<file path="src/rtl/clock_logic_pkg.sv">
// ---------------------------------------------------------------------------
// clock_logic_pkg
// Shared definitions for the clock logic group: calibration FSM state
// encoding and width helpers used to size the deskew datapath and counters.
// ---------------------------------------------------------------------------
package clock_logic_pkg;

    typedef enum logic [2:0] {
        IDLE       = 3'd0,
        WAIT_FIRST = 3'd1,
        MEASURE    = 3'd2,
        COMPUTE    = 3'd3,
        LOCKED     = 3'd4,
        ERROR      = 3'd5
    } cal_state_t;

    // Bits needed to hold a skew/compensation value in 0..max_skew.
    function automatic int skew_width(input int max_skew);
        return (max_skew < 1) ? 1 : $clog2(max_skew + 1);
    endfunction

    // Bits needed for the calibration counter, which must reach both the
    // first-edge timeout and MAX_SKEW+1.
    function automatic int cnt_width(input int max_skew, input int timeout);
        int m;
        m = (timeout > max_skew + 1) ? timeout : max_skew + 1;
        return $clog2(m + 1);
    endfunction

endpackage

</file>
<file path="src/rtl/clock_logic_tap_delay.sv">
// ---------------------------------------------------------------------------
// clock_logic_tap_delay
// One lane of the deskew datapath: a registered shift line of DEPTH stages
// and a tap mux. Tap k holds d delayed k+1 cycles; q = tap[sel].
// Ports:
//   clock  - rising-edge clock
//   resetn - asynchronous active-low reset (clears the shift line)
//   d      - lane input
//   sel    - tap select (compensation in cycles)
//   q      - selected tap
// ---------------------------------------------------------------------------
module clock_logic_tap_delay
    import clock_logic_pkg::*;
#(
    parameter int DEPTH = 5,
    parameter int DW    = skew_width(DEPTH - 1)
) (
    input  logic          clock,
    input  logic          resetn,
    input  logic          d,
    input  logic [DW-1:0] sel,
    output logic          q
);

    logic [DEPTH-1:0] line_q;
    logic [DEPTH-1:0] line_d;

    always_comb begin
        line_d = {line_q[DEPTH-2:0], d};
    end

    always_ff @(posedge clock or negedge resetn) begin
        if (!resetn) begin
            line_q <= '0;
        end else begin
            line_q <= line_d;
        end
    end

    // Out-of-range selects (only possible when DEPTH is not a power of two)
    // read as 0 rather than indexing past the line.
    always_comb begin
        q = 1'b0;
        if (int'(sel) < DEPTH) begin
            q = line_q[sel];
        end
    end

endmodule

</file>
<file path="src/rtl/clock_logic_delay_deskew.sv">
// ---------------------------------------------------------------------------
// clock_logic_delay_deskew
// Re-aligns LANES single-bit lanes that arrive with 0..MAX_SKEW cycles of
// relative skew. A training-pulse calibration measures each lane's arrival
// offset after cal_start; each lane is then delayed by (latest - own) so all
// outputs change in the same cycle.
// Ports:
//   clock, resetn - clock / asynchronous active-low reset
//   cal_start     - single-cycle calibration request
//   data_in       - skewed lanes
//   data_out      - aligned lanes (data_in[i] delayed 1+comp[i] cycles)
//   cal_busy      - calibration in progress
//   cal_done      - last calibration succeeded (level)
//   cal_error     - last calibration failed (level)
//   lane_delay    - applied compensation, lane i at [i*DW +: DW]
// ---------------------------------------------------------------------------
module clock_logic_delay_deskew
    import clock_logic_pkg::*;
#(
    parameter int  LANES       = 4,
    parameter int  MAX_SKEW    = 4,
    parameter int  CAL_TIMEOUT = 15,
    localparam int DW          = skew_width(MAX_SKEW)
) (
    input  logic                clock,
    input  logic                resetn,
    input  logic                cal_start,
    input  logic [LANES-1:0]    data_in,
    output logic [LANES-1:0]    data_out,
    output logic                cal_busy,
    output logic                cal_done,
    output logic                cal_error,
    output logic [LANES*DW-1:0] lane_delay
);

    localparam int CW = cnt_width(MAX_SKEW, CAL_TIMEOUT);

    cal_state_t       state_q, state_d;
    logic [LANES-1:0] seen_q, seen_d;
    logic [LANES-1:0] prev_q, prev_d;
    logic [LANES-1:0] edge_w;
    logic [DW-1:0]    arrival_q [LANES];
    logic [DW-1:0]    arrival_d [LANES];
    logic [DW-1:0]    comp_q    [LANES];
    logic [DW-1:0]    comp_d    [LANES];
    logic [CW-1:0]    counter_q, counter_d;
    logic             done_q, done_d;
    logic             error_q, error_d;
    logic [DW-1:0]    maxa;

    // prev_q mirrors tap0 of each lane's shift line; a rising edge is a lane
    // that is high now and was low last cycle.
    always_comb begin
        prev_d = data_in;
        edge_w = data_in & ~prev_q;
    end

    always_comb begin
        state_d   = state_q;
        seen_d    = seen_q;
        arrival_d = arrival_q;
        comp_d    = comp_q;
        counter_d = counter_q;
        done_d    = done_q;
        error_d   = error_q;

        maxa = '0;
        for (int i = 0; i < LANES; i++) begin
            if (arrival_q[i] > maxa) maxa = arrival_q[i];
        end

        case (state_q)
            IDLE, LOCKED, ERROR: begin
                if (cal_start) begin
                    state_d   = WAIT_FIRST;
                    done_d    = 1'b0;
                    error_d   = 1'b0;
                    seen_d    = '0;
                    counter_d = '0;
                end
            end
            WAIT_FIRST: begin
                counter_d = counter_q + 1'b1;
                if (|edge_w) begin
                    // Earliest lane(s) define arrival 0; later lanes are
                    // measured relative to this cycle.
                    seen_d = edge_w;
                    for (int i = 0; i < LANES; i++) begin
                        if (edge_w[i]) arrival_d[i] = '0;
                    end
                    counter_d = CW'(1);
                    state_d   = (&edge_w) ? COMPUTE : MEASURE;
                end else if (counter_q == CW'(CAL_TIMEOUT - 1)) begin
                    state_d = ERROR;
                    error_d = 1'b1;
                end
            end
            MEASURE: begin
                counter_d = counter_q + 1'b1;
                for (int i = 0; i < LANES; i++) begin
                    if (edge_w[i] && !seen_q[i]) begin
                        arrival_d[i] = DW'(counter_q);
                        seen_d[i]    = 1'b1;
                    end
                end
                if (&seen_d) begin
                    state_d = COMPUTE;
                end else if (counter_q == CW'(MAX_SKEW)) begin
                    // Next count would exceed the correctable skew.
                    state_d = ERROR;
                    error_d = 1'b1;
                end
            end
            COMPUTE: begin
                for (int i = 0; i < LANES; i++) begin
                    comp_d[i] = maxa - arrival_q[i];
                end
                done_d  = 1'b1;
                state_d = LOCKED;
            end
            default: begin
                state_d = IDLE;
            end
        endcase
    end

    always_ff @(posedge clock or negedge resetn) begin
        if (!resetn) begin
            state_q   <= IDLE;
            seen_q    <= '0;
            prev_q    <= '0;
            counter_q <= '0;
            done_q    <= 1'b0;
            error_q   <= 1'b0;
            for (int i = 0; i < LANES; i++) begin
                arrival_q[i] <= '0;
                comp_q[i]    <= '0;
            end
        end else begin
            state_q   <= state_d;
            seen_q    <= seen_d;
            prev_q    <= prev_d;
            counter_q <= counter_d;
            done_q    <= done_d;
            error_q   <= error_d;
            arrival_q <= arrival_d;
            comp_q    <= comp_d;
        end
    end

    // Datapath runs continuously with whatever compensation is current.
    for (genvar g = 0; g < LANES; g++) begin : g_lane
        clock_logic_tap_delay #(
            .DEPTH (MAX_SKEW + 1),
            .DW    (DW)
        ) u_tap (
            .clock  (clock),
            .resetn (resetn),
            .d      (data_in[g]),
            .sel    (comp_q[g]),
            .q      (data_out[g])
        );
        assign lane_delay[g*DW +: DW] = comp_q[g];
    end

    assign cal_busy  = (state_q == WAIT_FIRST) || (state_q == MEASURE) ||
                       (state_q == COMPUTE);
    assign cal_done  = done_q;
    assign cal_error = error_q;

endmodule

</file>
<file path="config.mk">
export PLATFORM = sky130hd
export DESIGN_NAME = clock_logic_delay_deskew
export DESIGN_NICKNAME = d
export VERILOG_FILES = /design/src/rtl/clock_logic_pkg.sv /design/src/rtl/clock_logic_tap_delay.sv /design/src/rtl/clock_logic_delay_deskew.sv
export SDC_FILE = /design/constraint.sdc
export NUM_CORES = 1
export LEC_CHECK = 0
export CAP_MARGIN = 20
export CORE_AREA = 5 5 94 96
export CTS_CLUSTER_SIZE = 12
export DETAILED_ROUTE_END_ITERATION = 8
export DIE_AREA = 0 0 99 101
export PLACE_DENSITY = 0.64
export SLEW_MARGIN = 20
export SYNTH_ARGS = -nofsm -noshare
export SYNTH_HDL_FRONTEND = slang
export SYNTH_SLANG_ARGS = --single-unit
export TNS_END_PERCENT = 5
</file>
<file path="constraint.sdc">
create_clock -name clock -period 5.95 [get_ports clock]
set_input_delay 1.19 -clock clock [delete_from_list [all_inputs] [get_ports clock]]
set_output_delay 1.19 -clock clock [all_outputs]
set_load 0.05 [all_outputs]
</file>
==> metrics.md <==
| Metric | Value |
|---|---|
| Yosys top cell area share | 46.2% |
| Final Core Density | 45.4% |
| Status | finished, final reports clean |
| Initial DRC Count | 72 |
| Final setup fails | 0 |
| GPL Wtd Cong | 0.835 |
| Hold Crit Start | g_lane[3].u_tap.line_q[3] |
| Synth area leader | dfrtp_1 |
| Setup crit start kind | flop |
| Mapped Cells | 293 |
| Leakage | 0.00150 uW |
| CP arrival | 5.50 ns |
| Clock sink count | 57 |
| Placed cells | 413 |
| TNS Setup | 0 ns |
| Final slew viol count | 0 |
| Avg Vias per Cell | 5.12 |
| Peak supply drop | 0.249 mV |
| R2R setup slack | 0.66 ns |
| Synth Register Bits | 57 |
| Warnings from Yosys | 0 |
| Most frequent cells in the layout | dfrtp_1 (57), nand2_1 (42), inv_1 (25), clkdlybuf4s50_1 (24), o21ai_0 (17) |
| Layout cell share with drive strength beyond 1 | 11.8% |
| Synth-to-layout area growth | 17.3% |
| Worst-path fanout max | 7 |
| Core area | 7970 um2 |
| Tmin final | 5.29 ns |
| Die ar. | 10000 um2 |
| WP data required | 6.16 ns |
| Worst hold path depth | 0 |
| Clock transition at path regs | 0.06 ns |
| Fmax | 189 MHz |
| Distinct cells, synth | 55 |
| Post-synthesis sequential area ratio | 46.2% |
| R2r startpoint | arrival_q[7] |
| I/O pins | 26 |
| Largest net degree at the start of global routing | 58 |
| Power Density | 579 nW/um2 |
| R2R Path End | lane_delay[11] |
| Period utilization | 89.0% |
| Hold crit path type | flop to flop |
| Kind of critical path | flop to flop |
| # DRC | 0 |
| Final hold violations | 0 |
| Worst reg2reg path depth | 20 |
| Number of flops mapped to enable cells by yosys | 0 |
| Initial antenna violation count | 0 |
| Mapped Area | 3080 um2 |
| Clock Path Buffers | 2 |
| RSZ-0062 raised after global routing | false |
| Top post-synthesis cells by area | dfrtp_1 (46%), ha_1 (6.5%), nand2_1 (5.1%), inv_1 (3.0%), mux4_2 (2.9%) |
| Avg Inst Size Synth | 10.5 um2 |
| Clock Tree Root | clkbuf_8 |
| Hold Path End | g_lane[3].u_tap.line_q[4] |
| Site Rows | 33 |
| Max_cap viols | 0 |
| Die extent in x | 99 um |
| Via count | 2,192 |
| CTS resizes | 0 |
| Nets | 346 |
| Hpwl dp | 4730 um |
| CTS Buf Count | 9 |
| TritonCTS clock tree | yes |
| Top_reg_cell synth | dfrtp_1 |
| I/O Buffers | 25 |
| Global Route Usage Sum | 13.7% |
| Detailed Routing Iterations Pass 1 | 4 |
| DRT antenna net count | 0 |
| Number of global-route vias before repair | 2,208 |
| Worst Skew | 0.00988 ns |
| Post-synth ARST share | 100% |
| Commonest non-fill, non-tap cell in the layout | dfrtp_1 |
| Detailed Route WL | 6300 um |
| Initial core utilization | 38.7% |
| Gr ovfl total | 0 |
| Worst-skew pair later-pin latency | 0.34 ns |
| Post-Syn Nets | 320 |
| Mean routed wirelength per cell | 14.7 um |
| Tightest Pin Transition | 0.779 ns |
| Cts-stage hold buffer count | 0 |
| H-tree depth | 3 |
| Rel. slew slack | 47.9% |
| CP Capture Type | flop |
| Postcts setup bufs | 0 |
| Die height | 101 um |
| Non-filler cells, final | 428 |
| Diode count | 0 |
| First-pass GRT wire length | 10,600 um |
## report_power, final
part	leakage, uW	internal [uW]	switching (uW)
logic	0.000667	446	668
registers	0.000725	475	121
clock network	0.000112	236	148
total	0.00150	1160	937
## critical path, stage by stage, from the launching register on
cell	delay, ns
dfrtp_1	0.44
ha_1	0.32
nor2b_1	0.21
o22ai_1	0.13
a31oi_1	0.29
mux2i_1	0.31
ha_1	0.29
a221oi_1	0.39
a31oi_1	0.12
mux2_2	0.32
ha_1	0.29
nor2b_1	0.13
o21ai_1	0.12
a21oi_4	0.29
mux2i_1	0.40
ha_1	0.21
inv_1	0.04
fa_1	0.43
nor4b_1	0.18
o21bai_1	0.18
nand3_1	0.08
## worst max-delay path by stage
stage	startpoint	endpoint	slack [ns]	depth (start not counted)
final	arrival_q[7]	lane_delay[11]	0.66	20
after global routing	arrival_q[7]	lane_delay[11]	0.18	20
after CTS	arrival_q[7]	lane_delay[11]	0.64	20
after detailed placement	arrival_q[7]	lane_delay[11]	0.66	20
after global placement	arrival_q[11]	lane_delay[11]	0.95	21
after floorplan	arrival_q[7]	lane_delay[11]	1.21	21
## kinds of logic (layout without fill, tap and decap cells)
group | count (synthesis) | in the layout | share of synthesized area [%]
xor+xnor | 8 | 8 | 2.27
fa+ha+maj | 20 | 20 | 9.09
flops | 57 | 57 | 46.2
compound gates | 71 | 71 | 17.2
buf+inv | 36 | 66 | 5.15
mux | 14 | 14 | 6.57
simple gates | 87 | 87 | 13.5
## final cells by class
cell class | instances | area (um2)
Tap cell | 105 | 131
Inverter | 25 | 93.8
Timing Repair Buffer | 26 | 253
Fill cell | 766 | 4350
Clock inverter | 2 | 35.0
Multi-Input combinational cell | 200 | 1500
Clock buffer | 13 | 179
Sequential cell | 57 | 1430
## per-stage QoR
stage | cell area, um2 | hold slack, ns | setup WS (ns) | power [uW]
2_1_floorplan | 3080 | 0.349 | 1.21 | 1470
3_3_place_gp | 3400 | 0.353 | 0.953 | 1700
3_5_place_dp | 3400 | 0.362 | 0.657 | 1730
4_1_cts | 3620 | 0.372 | 0.637 | 2130
5_1_grt | 3620 | 0.384 | 0.178 | 2260
6_report | 3620 | 0.370 | 0.657 | 2090
## synthesized netlist by cell type, drive strengths merged (4+ instances only)
| cell type | instances |
|---|---|
| a22oi | 7 |
| nor2b | 9 |
| nor2 | 15 |
| mux4 | 4 |
| inv | 25 |
| o32ai | 4 |
| mux2 | 7 |
| a21oi | 5 |
| xnor2 | 7 |
| o21ai | 29 |
| nand2 | 42 |
| buf | 9 |
| fa | 4 |
| ha | 16 |
| a31oi | 5 |
| dfrtp | 57 |
## per-layer routing
layer	vias up	global-route usage, %	routed length, um
met4	0	7.98	160
met2	44	22.1	3060
met3	16	3.53	221
met5	-	0	0
met1	1048	16.7	2860
li1	1084	-	-
## sequential cells by signal (all words and copies together) (netlist names)
signal and cells:
g_lane.u_tap.line_q 20, counter_q 4, cal_done 1, state_q 3
lane_delay 12, arrival_q 12, seen_q 4, cal_error 1
No activity file was read; power rests on OpenSTA's default activity.
==> patch 1, RTL diff (same flow settings) <==
Change the parameter `CAL_TIMEOUT` from 15 to 16.
--- a/src/rtl/clock_logic_delay_deskew.sv
+++ b/src/rtl/clock_logic_delay_deskew.sv
@@ -19,7 +19,7 @@
 #(
     parameter int  LANES       = 4,
     parameter int  MAX_SKEW    = 4,
-    parameter int  CAL_TIMEOUT = 15,
+    parameter int  CAL_TIMEOUT = 16,
     localparam int DW          = skew_width(MAX_SKEW)
 ) (
     input  logic                clock,
Function: same outputs for any inputs over 10 cycles, from zero or initial values and one cycle with resetn low; that may be too few to reach the edited logic, so the function may still have changed.
==> patch 1 against the original RTL <==
  * Sequential cell count rose by 1
  * Synthesized area decreased by 0.89%
  * Worst setup slack got worse by 0.027 ns
  * Wire length decreased by 3.4%
  * Critical endpoint unchanged
  * Design area shrank 0.52%
  * Synthesized cell count shrank 2.0%
  * Critical path depth is 3 higher
  * Power decreased by 12%
==> patch 1: results (changes against the original RTL) <==
Run status
  • Status: completed (unchanged)

Logic synthesis
  • Post-synthesis cell type count: 51 (was 55)
  • Net Count, Synth: 314 (was 320)
  • Mapped Avg Cell Area: 10.7 um2 (was 10.5 um2)
  • Synth Area in Adders: 9.17% (was 9.09%)
  • Synth Area in Compound Gates: 13.4% (was 17.2%)
  • Commonest cells post-synth: 58 x dfrtp_1, 28 x nand2_1, 26 x inv_1 (was 57 x dfrtp_1, 42 x nand2_1, 25 x inv_1)
  • Register area share after synthesis: 47.5% (was 46.2%)
  • Largest cells by area after synthesis: dfrtp_1 47%, ha_1 6.5%, mux2_2 6.3% (was dfrtp_1 46%, ha_1 6.5%, nand2_1 5.1%)
  • Mux share of post-synthesis cell area: 9.86% (was 6.57%)
  • XOR/XNOR share of the synthesized area: 2.29% (was 2.27%)

Pwr
  • Leak Pwr: 1.53 nW (was 1.50 nW)
  • Clk pwr share: 20.2% (was 18.3%)
  • Sw Ratio: 42.8% (was 44.7%)
  • Peak supply drop: 0.320 mV (was 0.249 mV)
  • Power in combinational cells: 0.000875 W (was 0.00111 W)
  • Psw: 0.000786 W (was 0.000937 W)

GRT
  • M1 GR Usage: 17.5% (was 16.7%)
  • Met2 Use GR: 20.3% (was 22.1%)
  • GRT Util Overall: 13.3% (was 13.7%)
  • Number of global-route vias before repair: 2149 (was 2208)
  • First-pass GRT wire length: 10400 um (was 10600 um)
  • Maximum number of pins on one net before global-route repair: 59 (was 58)

Placed design
  • Detail Placement HPWL: 4430 um (was 4730 um)
  • Routability cong.: 0.823 (was 0.835)
  • Placed Cells incl. Taps: 409 (was 413)
  • DP Area: 3390 um2 (was 3400 um2)

Detailed routing
  • Met2 routed WL: 2720 um (was 3060 um)
  • Initial DRC Count: 66 (was 72)
  • WL met1: 2980 um (was 2860 um)
  • Final WL: 6090 um (was 6300 um)
  • Met3 routed WL: 258 um (was 221 um)
  • Drt via density: 5.11 (was 5.12)
  • Routed len/inst: 14.4 um (was 14.7 um)

Clock network
  • Root Buffer: clkbuf_8 (unchanged)

Finish
  • Layout cell share with drive strength beyond 1: 13.5% (was 11.8%)

Worst setup path
  • Crit-path leading delay family: compound AO/OA/AOI/OAI gates (was adder cells)
-- patch 1: cell count changes in the layout (fill, tap and decap cells not counted), moves of 3 or more --
cell	delta
mux2_2	+11
a21oi_1	+3
nor2_1	+9
nand2_1	-14
o21ai_1	-5
a22oi_1	-6
-- patch 1: layout make-up --
cell class,count,area (um2)
clock inverter,2,35.0
sequential,58,1450
tap,105,131
multi-input combinational,193,1450
timing repair buffer,27,260
fill,742,4370
inverter,26,97.6
clock buffer,13,169
-- patch 1: final timing paths --
check	start	end	slack, ns	cells after the start
max	arrival_q[11]	lane_delay[11]	0.63	23
min	g_lane[2].u_tap.line_q[3]	g_lane[2].u_tap.line_q[4]	0.37	0
max reg2reg	arrival_q[11]	lane_delay[11]	0.63	23
min reg2reg	g_lane[2].u_tap.line_q[3]	g_lane[2].u_tap.line_q[4]	0.37	0
max in group asynchronous	resetn	arrival_q[1]	4.47	2
min in group asynchronous	resetn	lane_delay[1]	1.00	2
==> patch 2, RTL diff (same flow settings) <==
Made on the original files. Encoding of `cal_state_t`: now Gray code (3 bits for 6 states).
--- a/src/rtl/clock_logic_pkg.sv
+++ b/src/rtl/clock_logic_pkg.sv
@@ -6,12 +6,12 @@
 package clock_logic_pkg;
 
     typedef enum logic [2:0] {
-        IDLE       = 3'd0,
-        WAIT_FIRST = 3'd1,
-        MEASURE    = 3'd2,
-        COMPUTE    = 3'd3,
-        LOCKED     = 3'd4,
-        ERROR      = 3'd5
+        IDLE       = 3'b000,
+        WAIT_FIRST = 3'b001,
+        MEASURE    = 3'b011,
+        COMPUTE    = 3'b010,
+        LOCKED     = 3'b110,
+        ERROR      = 3'b111
     } cal_state_t;
 
     // Bits needed to hold a skew/compensation value in 0..max_skew.
Behaviour: no difference found for any inputs over 10 cycles, from zero or initial values and one cycle with resetn low; not proved beyond that.
==> patch 2 against the original RTL <==
  * Count of clock-buffer cells in the layout fell by 1
  * Via count is 0.73% lower
  * Design area is 2.4% lower
  * Worst setup slack worse by 0.23 ns
  * Wire length shrank 5.6%
  * Utilization fell by 1.1 points
  * Synthesized area decreased by 2.1%
  * Die area is the same
  * Non-clock buffer count up 2
  * Sequential cell count unchanged
Power is left out: the tool's default activity adds up to more than one toggle a clock period on the data nets, which glitch-free logic cannot reach.
==> patch 2: results (changes against the original RTL) <==
GRT
  • Maximum number of pins on one net before global-route repair: 58 (unchanged)
  • First-pass GRT wire length: 10600 um (about the same)
  • Initial antenna violation count: 0 (unchanged)
  • GRT Util Overall: 13.5% (was 13.7%)

Run status
  • Status: completed (unchanged)

Worst setup path
  • Crit path max-delay cell type: a2111oi_0 (was dfrtp_1)
  • Data arrival, critical path: 5.72 ns (was 5.50 ns)
  • Worst R2R Setup Slack: 0.43 ns (was 0.66 ns)

STA
  • Worst Clk Skew: 0.00711 ns (was 0.00988 ns)
  • Post-route minimum period: 5.52 ns (was 5.29 ns)
  • Slew @ Worst Pin: 0.766 ns (was 0.779 ns)
  • Hold slack: 0.371 ns (was 0.370 ns)

Finish
  • N_diodes: 0 (unchanged)
  • Layout cell share with drive strength beyond 1: 11.7% (was 11.8%)
  • # fillers: 747 (was 766)
  • Nets: 331 (was 346)

Logic synthesis
  • Async SR Flop Fraction: 100% (unchanged)
  • Warnings from Yosys: 0 (unchanged)
  • Largest cells by area after synthesis: dfrtp_1 47%, ha_1 6.6%, nand2_1 4.0% (was dfrtp_1 46%, ha_1 6.5%, nand2_1 5.1%)
  • Post-synthesis cell type count: 48 (was 55)
  • Net Count, Synth: 307 (was 320)
  • Register area share after synthesis: 47.2% (was 46.2%)
  • Commonest cells post-synth: 57 x dfrtp_1, 32 x nand2_1, 21 x inv_1 (was 57 x dfrtp_1, 42 x nand2_1, 25 x inv_1)

Clock network
  • Postcts setup bufs: 0 (unchanged)
  • Worst-skew pair later-pin latency: 0.34 ns (about the same)
  • Clk pin slew, worst setup/hold paths: 0.06 ns (about the same)
  • CTS H-tree lvls: 3 (unchanged)

Placed design
  • Number of port buffers: 25 (unchanged)
  • Routability cong.: 0.841 (was 0.835)
  • Dpl ws: 0.396 ns (was 0.657 ns)
  • Detail Placement HPWL: 4340 um (was 4730 um)

Detailed routing
  • Final WL: 5950 um (was 6300 um)
  • Initial DRC Count: 111 (was 72)
  • Total number of vias: 2176 (was 2192)

Worst hold path
  • Worst hold path class: reg -> reg (unchanged)
==> patch 2: logic make-up (layout without fill, tap and decap cells) <==
| logic type | after synthesis | after routing | share of synthesized area (%) |
|---|---|---|---|
| buffers and inverters | 36 | 64 | 5.01 |
| adder cells (fa/ha/maj) | 20 | 20 | 9.28 |
| AND/OR/NAND/NOR | 78 | 78 | 12.1 |
| multiplexers | 14 | 14 | 6.59 |
| XOR/XNOR | 8 | 8 | 2.32 |
| AO/OA/AOI/OAI | 67 | 67 | 17.4 |
| flip-flops | 57 | 57 | 47.2 |
==> patch 2: layout make-up <==
| type | count | area (um2) | share of cell area [%] |
|---|---|---|---|
| well taps | 105 | 131 | 3.72 |
| inverters | 21 | 78.8 | 2.23 |
| flip-flops and latches | 57 | 1430 | 40.4 |
| clock inverters | 3 | 15.0 | 0.425 |
| repair buffers | 28 | 268 | 7.59 |
| multi-input cells | 187 | 1450 | 40.9 |
| clock buffers | 12 | 165 | 4.68 |
==> patch 2: per-layer routing <==
metal	up-vias	wire, um	share of wire [%]	global-route usage [%]
li1	1046	-	-	-
met1	1075	2840	48	17.4
met2	45	2710	46	20.6
met3	10	276	4.6	5.47
met4	0	121	2.0	4.31
met5	-	0	0	0
==> patch 2: stage by stage <==
step | area (um2) | cells
floorplan | 3020 | 280
global placement | 3350 | 398
detailed placement | 3350 | 398
CTS | 3530 | 413
global route | 3530 | 413
finish | 3530 | 413
==> patch 2: worst paths after layout <==
kind | end | startpoint | cells after the start
min in group asynchronous | g_lane[1].u_tap.line_q[4] | resetn | 2
max | lane_delay[11] | arrival_q[11] | 22
max in group asynchronous | seen_q[2] | resetn | 2
min | g_lane[2].u_tap.line_q[4] | g_lane[2].u_tap.line_q[3] | 0
min reg2reg | g_lane[2].u_tap.line_q[4] | g_lane[2].u_tap.line_q[3] | 0
max reg2reg | lane_delay[11] | arrival_q[11] | 22
==> patch 2: worst max-delay path: cells and delay by family (launching register included) <==
kind	cells	cell delay, ns
buffers and inverters	2	0.17
AND/OR/NAND/NOR	6	0.80
adder cells (fa/ha/maj)	5	1.43
multiplexers	2	0.68
AO/OA/AOI/OAI	7	1.90
flip-flops	1	0.43
==> patch 2: repair_timing <==
item | 4_1_cts | 5_1_grt
hold buffers | 0 | 0
endpoints found under the setup margin | 0 | 1
gates resized for setup | 0 | 2
